===== config.mk =====
export PLATFORM = sky130hd
export DESIGN_NAME = fetch_sequencer_flat
export DESIGN_NICKNAME = d
export VERILOG_FILES = /design/src/rtl/mips_pkg.sv /design/src/rtl/fetch_sequencer_if.sv /design/src/rtl/fetch_queue.sv /design/src/rtl/fetch_sequencer.sv /design/src/flat_wrapper.sv
export SDC_FILE = /design/constraint.sdc
export NUM_CORES = 1
export LEC_CHECK = 0
export CORE_UTILIZATION = 52
export CTS_CLUSTER_DIAMETER = 200
export DETAILED_ROUTE_END_ITERATION = 7
export PLACE_DENSITY = 0.8
export SLEW_MARGIN = 20
export SYNTH_ARGS = -nofsm -noshare
export SYNTH_HDL_FRONTEND = slang
export SYNTH_HIERARCHICAL = 1
export SYNTH_SLANG_ARGS = --single-unit

===== constraint.sdc =====
create_clock -name clk -period 7.95 [get_ports clk]
set_clock_uncertainty 0.05 [all_clocks]
set_input_delay 1.1925 -clock clk [delete_from_list [all_inputs] [get_ports clk]]
set_output_delay 1.1925 -clock clk [all_outputs]
set_load 0.005 [all_outputs]

===== src/rtl/mips_pkg.sv =====
// Shared MIPS fetch-path constants: reset vector, text-segment word base,
// fetch FSM state encoding and the NOP encoding.
package mips_pkg;

  localparam logic [31:0] RESET_PC_DEFAULT = 32'h0040_0000;
  localparam logic [31:0] TEXT_BASE_WORD   = 32'h0010_0000;
  localparam logic [31:0] NOP_INSTR        = 32'h0000_0000;

  typedef enum logic [1:0] {
    ST_IDLE  = 2'd0,
    ST_FETCH = 2'd1,
    ST_FULL  = 2'd2
  } fetch_state_e;

endpackage


===== src/rtl/fetch_sequencer_if.sv =====
// Fetch-to-decode instruction handshake; the sequencer drives the master side.
interface fetch_sequencer_if #(
  parameter int DATA_WIDTH = 32
);
  logic                  inst_valid;
  logic                  inst_ready;
  logic [DATA_WIDTH-1:0] inst_data;
  logic [DATA_WIDTH-1:0] inst_pc;
  logic [DATA_WIDTH-1:0] pc_plus4;

  modport master (
    output inst_valid,
    output inst_data,
    output inst_pc,
    output pc_plus4,
    input  inst_ready
  );

  modport slave (
    input  inst_valid,
    input  inst_data,
    input  inst_pc,
    input  pc_plus4,
    output inst_ready
  );
endinterface


===== src/rtl/fetch_queue.sv =====
// Shallow {pc, instruction} FIFO. The head always lives in slot 0, so the
// decode-facing outputs come straight from flops; flush wins over push.
module fetch_queue
  import mips_pkg::*;
#(
  parameter int DATA_WIDTH  = 32,
  parameter int QUEUE_DEPTH = 2
) (
  input  logic                               clk,
  input  logic                               reset,
  input  logic                               push,
  input  logic                               pop,
  input  logic                               flush,
  input  logic [DATA_WIDTH-1:0]              push_pc,
  input  logic [DATA_WIDTH-1:0]              push_data,
  output logic [DATA_WIDTH-1:0]              head_pc,
  output logic [DATA_WIDTH-1:0]              head_data,
  output logic [DATA_WIDTH-1:0]              head_pc_plus4,
  output logic [$clog2(QUEUE_DEPTH+1)-1:0]   count,
  output logic                               full,
  output logic                               empty
);
  localparam int AW = $clog2(QUEUE_DEPTH);
  localparam int CW = $clog2(QUEUE_DEPTH + 1);
  localparam logic [CW-1:0] DEPTH_C = CW'(QUEUE_DEPTH);
  localparam logic [CW-1:0] ONE_C   = CW'(1'b1);

  logic [DATA_WIDTH-1:0] pc_mem_r   [QUEUE_DEPTH];
  logic [DATA_WIDTH-1:0] data_mem_r [QUEUE_DEPTH];
  logic [DATA_WIDTH-1:0] pcp4_mem_r [QUEUE_DEPTH];
  logic [CW-1:0]         count_r;
  logic [CW-1:0]         count_next_s;
  logic [CW-1:0]         wr_slot_s;
  logic [AW-1:0]         wr_idx_s;
  logic                  pop_ok_s;
  logic                  push_ok_s;

  assign full          = (count_r == DEPTH_C);
  assign empty         = (count_r == {CW{1'b0}});
  assign count         = count_r;
  assign head_pc       = pc_mem_r[0];
  assign head_data     = data_mem_r[0];
  assign head_pc_plus4 = pcp4_mem_r[0];

  // Handshake qualification, next occupancy and the slot a push lands in after any shift.
  always_comb begin
    pop_ok_s     = pop & ~empty;
    push_ok_s    = push & (~full | pop_ok_s);
    count_next_s = count_r;
    if (pop_ok_s) begin
      wr_slot_s = count_r - ONE_C;
    end else begin
      wr_slot_s = count_r;
    end
    case ({push_ok_s, pop_ok_s})
      2'b10:   count_next_s = count_r + ONE_C;
      2'b01:   count_next_s = count_r - ONE_C;
      default: count_next_s = count_r;
    endcase
    wr_idx_s = wr_slot_s[AW-1:0];
  end

  // Storage update: shift on pop, then write the new entry behind the survivors.
  always_ff @(posedge clk) begin
    if (!reset) begin
      count_r <= {CW{1'b0}};
      for (int i = 0; i < QUEUE_DEPTH; i++) begin
        pc_mem_r[i]   <= {DATA_WIDTH{1'b0}};
        data_mem_r[i] <= DATA_WIDTH'(NOP_INSTR);
        pcp4_mem_r[i] <= DATA_WIDTH'(3'd4);
      end
    end else if (flush) begin
      count_r <= {CW{1'b0}};
    end else begin
      if (pop_ok_s) begin
        for (int i = 0; i < QUEUE_DEPTH - 1; i++) begin
          pc_mem_r[i]   <= pc_mem_r[i+1];
          data_mem_r[i] <= data_mem_r[i+1];
          pcp4_mem_r[i] <= pcp4_mem_r[i+1];
        end
      end
      if (push_ok_s) begin
        pc_mem_r[wr_idx_s]   <= push_pc;
        data_mem_r[wr_idx_s] <= push_data;
        pcp4_mem_r[wr_idx_s] <= push_pc + DATA_WIDTH'(3'd4);
      end
      count_r <= count_next_s;
    end
  end

endmodule


===== src/rtl/fetch_sequencer.sv =====
// Owns the PC, drives a combinational program ROM and queues fetched words for decode.
// Optional macro FETCH_BOUNDS_CHECK_EN adds the fetch_fault output and range check.
module fetch_sequencer
  import mips_pkg::*;
#(
  parameter int                    DATA_WIDTH   = 32,
  parameter logic [DATA_WIDTH-1:0] RESET_PC     = DATA_WIDTH'(RESET_PC_DEFAULT),
  parameter int                    MEMORY_DEPTH = 32,
  parameter int                    QUEUE_DEPTH  = 2
) (
  input  logic                  clk,
  input  logic                  reset,
  input  logic                  enable,
  input  logic                  redirect_valid,
  input  logic [DATA_WIDTH-1:0] redirect_pc,
  output logic [DATA_WIDTH-1:0] rom_address,
  input  logic [DATA_WIDTH-1:0] rom_instruction,
  fetch_sequencer_if.master     inst,
  output logic [1:0]            fetch_state
`ifdef FETCH_BOUNDS_CHECK_EN
  ,
  output logic                  fetch_fault
`endif
);
  localparam int CW = $clog2(QUEUE_DEPTH + 1);
  localparam logic [CW-1:0]         LAST_SLOT_C   = CW'(QUEUE_DEPTH - 1);
  localparam logic [DATA_WIDTH-1:0] BASE_WORD_C   = RESET_PC >> 2;
  localparam logic [DATA_WIDTH-1:0] DEPTH_WORDS_C = DATA_WIDTH'(MEMORY_DEPTH);
  localparam logic [DATA_WIDTH-1:0] FOUR_C        = DATA_WIDTH'(3'd4);
`ifdef FETCH_BOUNDS_CHECK_EN
  localparam logic BOUNDS_EN_C = 1'b1;
`else
  localparam logic BOUNDS_EN_C = 1'b0;
`endif

  fetch_state_e          state_r;
  logic [DATA_WIDTH-1:0] pc_r;
  logic [DATA_WIDTH-1:0] target_s;
  logic                  fault_r;
  logic                  pop_s;
  logic                  push_s;
  logic                  oob_s;
  logic                  target_oob_s;
  logic                  full_s;
  logic                  empty_s;
  logic [CW-1:0]         count_s;
  logic [DATA_WIDTH-1:0] head_pc_s;
  logic [DATA_WIDTH-1:0] head_data_s;
  logic [DATA_WIDTH-1:0] head_pcp4_s;

  // Word index relative to the text base; addresses below the base wrap to huge indices.
  function automatic logic pc_out_of_range(input logic [DATA_WIDTH-1:0] pc);
    logic [DATA_WIDTH-1:0] word_idx;
    word_idx = (pc >> 2) - BASE_WORD_C;
    return BOUNDS_EN_C & (word_idx >= DEPTH_WORDS_C);
  endfunction

  // Fetch decision: redirect suppresses the push; otherwise fetch while a slot is or becomes free.
  always_comb begin
    target_s     = {redirect_pc[DATA_WIDTH-1:2], 2'b00};
    pop_s        = inst.inst_valid & inst.inst_ready;
    oob_s        = pc_out_of_range(pc_r);
    target_oob_s = pc_out_of_range(target_s);
    push_s       = 1'b0;
    if (!redirect_valid && enable && (state_r == ST_FETCH) && !oob_s && (!full_s || pop_s)) begin
      push_s = 1'b1;
    end else begin
      push_s = 1'b0;
    end
  end

  // Fetch FSM with PC and fault registers.
  always_ff @(posedge clk) begin
    if (!reset) begin
      pc_r    <= RESET_PC;
      state_r <= ST_IDLE;
      fault_r <= 1'b0;
    end else if (redirect_valid) begin
      pc_r    <= target_s;
      state_r <= enable ? ST_FETCH : ST_IDLE;
      fault_r <= target_oob_s;
    end else begin
      case (state_r)
        ST_IDLE: begin
          if (enable && !fault_r) state_r <= ST_FETCH;
        end
        ST_FETCH: begin
          if (!enable) begin
            state_r <= ST_IDLE;
          end else if (oob_s) begin
            fault_r <= 1'b1;
            state_r <= ST_IDLE;
          end else if (push_s) begin
            pc_r <= pc_r + FOUR_C;
            if (!pop_s && (count_s == LAST_SLOT_C)) state_r <= ST_FULL;
          end
        end
        ST_FULL: begin
          if (pop_s) state_r <= ST_FETCH;
        end
        default: state_r <= ST_IDLE;
      endcase
    end
  end

  fetch_queue #(
    .DATA_WIDTH  (DATA_WIDTH),
    .QUEUE_DEPTH (QUEUE_DEPTH)
  ) u_queue (
    .clk           (clk),
    .reset         (reset),
    .push          (push_s),
    .pop           (pop_s),
    .flush         (redirect_valid),
    .push_pc       (pc_r),
    .push_data     (rom_instruction),
    .head_pc       (head_pc_s),
    .head_data     (head_data_s),
    .head_pc_plus4 (head_pcp4_s),
    .count         (count_s),
    .full          (full_s),
    .empty         (empty_s)
  );

  assign rom_address     = pc_r;
  assign fetch_state     = state_r;
  assign inst.inst_valid = ~empty_s;
  assign inst.inst_data  = head_data_s;
  assign inst.inst_pc    = head_pc_s;
  assign inst.pc_plus4   = head_pcp4_s;
`ifdef FETCH_BOUNDS_CHECK_EN
  assign fetch_fault     = fault_r;
`endif

endmodule

===== src/flat_wrapper.sv =====
// flat-port wrapper written by rule: the top's interface ports become plain ports
module fetch_sequencer_flat import mips_pkg::*;
#(
  parameter int                    DATA_WIDTH   = 32,
  parameter logic [DATA_WIDTH-1:0] RESET_PC     = DATA_WIDTH'(RESET_PC_DEFAULT),
  parameter int                    MEMORY_DEPTH = 32,
  parameter int                    QUEUE_DEPTH  = 2
)
  (clk, reset, enable, redirect_valid, redirect_pc, rom_address, rom_instruction, fetch_state, inst_inst_valid, inst_inst_data, inst_inst_pc, inst_pc_plus4, inst_inst_ready);
  fetch_sequencer_if #(.DATA_WIDTH(DATA_WIDTH)) inst_i ();
  input  logic clk;
  input  logic reset;
  input  logic enable;
  input  logic redirect_valid;
  input  logic [DATA_WIDTH-1:0] redirect_pc;
  output logic [DATA_WIDTH-1:0] rom_address;
  input  logic [DATA_WIDTH-1:0] rom_instruction;
  output logic [1:0] fetch_state;
  output wire logic [$bits(inst_i.inst_valid)-1:0] inst_inst_valid;
  output wire logic [$bits(inst_i.inst_data)-1:0] inst_inst_data;
  output wire logic [$bits(inst_i.inst_pc)-1:0] inst_inst_pc;
  output wire logic [$bits(inst_i.pc_plus4)-1:0] inst_pc_plus4;
  input wire logic [$bits(inst_i.inst_ready)-1:0] inst_inst_ready;
  assign inst_inst_valid = inst_i.inst_valid;
  assign inst_inst_data = inst_i.inst_data;
  assign inst_inst_pc = inst_i.inst_pc;
  assign inst_pc_plus4 = inst_i.pc_plus4;
  assign inst_i.inst_ready = inst_inst_ready;
  fetch_sequencer #(.DATA_WIDTH(DATA_WIDTH), .RESET_PC(RESET_PC), .MEMORY_DEPTH(MEMORY_DEPTH), .QUEUE_DEPTH(QUEUE_DEPTH)) u_core (.clk(clk), .reset(reset), .enable(enable), .redirect_valid(redirect_valid), .redirect_pc(redirect_pc), .rom_address(rom_address), .rom_instruction(rom_instruction), .inst(inst_i), .fetch_state(fetch_state));
endmodule

Word-level counts from Yosys, hierarchy flattened
Memory sizes are Yosys's and may differ from the RTL's. Cells that the tools add are included.

Add/sub/neg operators: 3. Mux-type cells: 36. Equal/unequal tests: 10. Bitwise operators: 10. Reduce and logical (&&, ||, !) cells: 21.

Operators with widths (count): $mux 32 (10); $reduce_or 32->1 (3); $add 32x3->32 const B (1); $mux 1 (18); $mux 2 (6); $ne 4x4->1 const B (2); $reduce_bool 2->1 (4); $eq 2x1->1 const B (3); $eq 2x2->1 const B (3); $ne 3x2->1 const B (2); $pmux 2 s3 (1); $reduce_and 3->1 (2); $logic_and 1x1->1 (4); $logic_not 2->1 (2); $or 1x1->1 (4); $pmux 2 s2 (1); $reduce_and 4->1 (1); $and 1x1->1 (3); $logic_not 1->1 (3); $not 1->1 (3); $add 2x1->2 const B (1); $reduce_or 2->1 (1); $sub 2x1->2 const B (1); $logic_or 1x1->1 (1).

Bits in writable memories: 192. Memories: 3. Output and inout bits: 131. Register bits after elaboration: 36.

Memories: u_core.u_queue.data_mem_r (words 2, bits a word 32, rd ports 2, clocked after memory_dff 0, wr ports 2, RTL line fetch_queue.sv:29) `logic [DATA_WIDTH-1:0] data_mem_r [QUEUE_DEPTH];`; u_core.u_queue.pc_mem_r (words 2, bits a word 32, rd ports 2, clocked after memory_dff 0, wr ports 2, RTL line fetch_queue.sv:28) `logic [DATA_WIDTH-1:0] pc_mem_r [QUEUE_DEPTH];`; u_core.u_queue.pcp4_mem_r (words 2, bits a word 32, rd ports 2, clocked after memory_dff 0, wr ports 2, RTL line fetch_queue.sv:30) `logic [DATA_WIDTH-1:0] pcp4_mem_r [QUEUE_DEPTH];`.

Longest topological paths before layout
Depth in word-level cells: 13. Depth in mapped cells: 13.

Modules after synthesis
The synthesis kept the hierarchy.

By module, submodules not included: fetch_queue (area an instance 8415.6 µm², cells each 702, times used 1, seq. area each 5685.5 µm²); fetch_sequencer (area an instance 1948.1 µm², cells each 244, times used 1, seq. area each 640.6 µm²).

Least setup slack after synthesis
Ideal clock, no wire load.

Path kind: input-to-reg. Start: input port redirect_valid. End: memory u_core.u_queue.data_mem_r[0][0], enable pin. Cell stages on the path: 11. Path buffers: 5. Slack: 2.067 ns. Data arrival time: 4.720 ns. Cells stage by stage: buf_2 -> nand4bb_4 -> a21o_1 -> buf_2 -> inv_1 -> buf_2 -> nand2_1 -> a21oi_2 -> buf_2 -> buf_2 -> nand3b_1.

RTL lines: start, declared (RTL line flat_wrapper.sv:14) `input logic redirect_valid;`; end, declared (RTL line fetch_queue.sv:29).

==> qor.txt <==
status - finished, final reports clean
# rows - 51
initial DRC count - 703
# diodes - 0
Setup TNS Final - 0 ns
share of cells above drive strength 1 - 5.83%
worst-path fanout max - 59
initial antenna violation count - 0
final net count - 1193
clock buffer depth - 3
DR WL/cell - 17.7 um
Final Critical Period - 5.19 ns
GRT overflow - 0
WL met2 - 11800 um
die height - 143 um
CP Capture Type - flip-flop
Top Ports - 200
asr flop ratio synth - 0%
maxcap violations - 0
Worst-Skew Late Latency - 0.50 ns
total number of H-tree levels - 1
worst hold path type - reg2reg
post-route ant nets - 0
via count - 7803
Placed Instances - 1360
# resized after CTS - 0
top routing layer in use - met4
Die Wd - 143 um
die area - 20500 um^2
RSZ-0062 raised after global routing - false
normalized max-slew margin - 31.2%
port buffer count - 195
crit path launch type - input pin
Gate Count Post-Synth - 946
hpwl dp - 15200 um
Routed WL - 24700 um
DR DRC count - 0
Worst Hold Slack - 0.500 ns
CTS root buf - clkbuf_16
Top FF cell, synth - edfxtp_1
vias in the first global route - 7255
Core Region - 19500 um^2
total track usage - 24.3%
Unique masters post-synth - 66
Layout area overhead - 27.6%
# setup viols final - 0
Leakage Power - 4.37 nW
YS warnings - 6
Sink Count - 222
cts bufs inserted - 23
setup bufs post-CTS - 0
Initial DRT Pass Iterations - 5
crit share post-route - 65.3%
fin cells - 1398
first-pass GRT wire length - 38700 um
synth top area cells - edfxtp_1 54%, nand2_1 7.1%, dfxtp_1 6.6%
largest area contributor in the netlist - edfxtp_1
synthesized area per cell - 11.0 um^2
worst slew pin tran - 1.03 ns
Seq/Total Area, Yosys - 61.0%
critical path class - in2reg
met3 wire len - 1930 um
Worst Path Arrival - 5.28 ns
Synth top area share - 54.5%
endpoint required time on the critical path - 8.04 ns
fin. max-slew vios - 0
wl on met1 - 10300 um
Initial Util - 53.1%
Post-Syn Area - 10400 um^2
Post-synth EDFFs - 188
fmax - 0.193 GHz
GPL Wtd Cong - 0.808
Hold-fix buffers, CTS - 0
power density cells - 195 nW/um^2
vias per inst - 5.58
post-synthesis sequential element count - 222
Hold Fails Final Rpt - 0
largest net degree at the start of global routing - 162
peak supply drop - 0.000132 V
CTS tree - built
clock slew at reported path FFs - 0.06 ns
==> worst max-delay path, cell delays in order <==
cell and delay [ns]:
clkdlybuf4s50_1 0.40, buf_4 0.24, nand4bb_4 0.31, a21o_1 0.40, inv_1 0.49, nand2_1 0.27
or2_2 0.64, nand2_4 0.73, buf_4 0.55
==> routing by layer <==
layer,global-route usage [%],up-vias
met4,8.60,0
met5,0,-
li1,-,3696
met3,3.62,52
met1,32.8,3677
met2,39.9,378
==> logic make-up (layout without fill, tap and decap cells) <==
logic type      after synthesis  count (layout)  synth area share, %
buf+inv                      72             254                 3.15
fa+ha+maj                     4               4                0.483
simple gates                429             429                 20.4
mux                          32              32                 3.10
flops                       222             222                 61.0
compound gates              147             147                 8.46
xor+xnor                     39              39                 3.30
other cells                   1               6               0.0362
==> final timing paths <==
| path | from | slack [ns] | depth (start not counted) | end |
|---|---|---|---|---|
| worst max register to register | u_core/u_queue/count[0] | 3.25 | 9 | u_core/u_queue/data_mem_r[1][12] |
| worst min-delay path | u_core/u_queue/pc_mem_r[1][2] | 0.50 | 1 | u_core/u_queue/pc_mem_r[0][2] |
| worst min register to register | u_core/u_queue/pc_mem_r[1][2] | 0.50 | 1 | u_core/u_queue/pc_mem_r[0][2] |
| worst max-delay path | redirect_valid | 2.76 | 9 | u_core/u_queue/data_mem_r[1][12] |
==> cells in the final DEF, fill, tap and decap left out, types with 4 or more instances in the layout <==
cell type | synthesis | layout
clkdlybuf4s50_1 | 0 | 195
nand2_1 | 195 | 194
edfxtp_1 | 188 | 188
o21ai_0 | 86 | 86
nor2_1 | 71 | 69
and2_1 | 64 | 64
dfxtp_1 | 34 | 34
mux2i_1 | 31 | 31
nand3_1 | 29 | 29
clkbuf_16 | 0 | 23
a21oi_1 | 23 | 23
xnor2_1 | 22 | 22
nand4_1 | 19 | 19
xor2_1 | 17 | 17
inv_1 | 13 | 13
a31oi_1 | 9 | 9
nor3_1 | 7 | 7
nor4_2 | 7 | 7
conb_1 | 1 | 6
clkbuf_1 | 33 | 5
clkinv_2 | 0 | 4
clkinv_1 | 2 | 4
and3_1 | 4 | 4
nand2b_1 | 4 | 4
and4_1 | 4 | 4
or3_1 | 4 | 4
ha_1 | 4 | 4
==> area by class of cell <==
cell class	count	area (um^2)
Inverter	15	56.3
Fill cell	1474	6300
Multi-Input combinational cell	657	3760
Timing Repair Buffer	201	2030
Clock buffer	28	594
Tap cell	265	332
Clock inverter	10	125
Sequential cell	222	6330
==> cell usage after synthesis (3+ instances only) <==
master and instances:
nand2_1 195, edfxtp_1 188, o21ai_0 86, nor2_1 71
and2_1 64, dfxtp_1 34, clkbuf_1 33, mux2i_1 31
nand3_1 29, a21oi_1 23, xnor2_1 22, nand4_1 19
xor2_1 17, buf_2 14, inv_1 13, a31oi_1 9
nor3_1 7, nor4_2 7, buf_4 6, and3_1 4
and4_1 4, ha_1 4, nand2b_1 4, or3_1 4
a22oi_1 3, nand3_2 3, o31ai_1 3
==> metrics by stage <==
step           worst slack [ns]  power [mW]  cell area (um^2)  util, %
3_3_place_gp               2.28        1.56             12500     64.0
3_5_place_dp               2.20        1.56             12500     64.1
5_1_grt                    2.42        2.66             13200     67.7
6_report                   2.76        2.58             13200     67.7
2_1_floorplan              2.07        1.43             10400        -
4_1_cts                    2.72        2.60             13200     67.7
==> state kept, by name (all words and copies together), names as in the netlist <==
register	cells
u_core/fetch_state	2
u_core/rom_address	30
u_core/u_queue/count	2
u_core/u_queue/pcp4_mem_r	62
u_core/u_queue/data_mem_r	64
u_core/u_queue/pc_mem_r	62
==> report_power, final <==
part / total [mW] / internal [mW] / switching, mW
clock: 1.04 / 0.625 / 0.416
combinational: 0.183 / 0.102 / 0.0809
sequential: 1.35 / 1.31 / 0.0483
(Power assumes the default switching activity.)
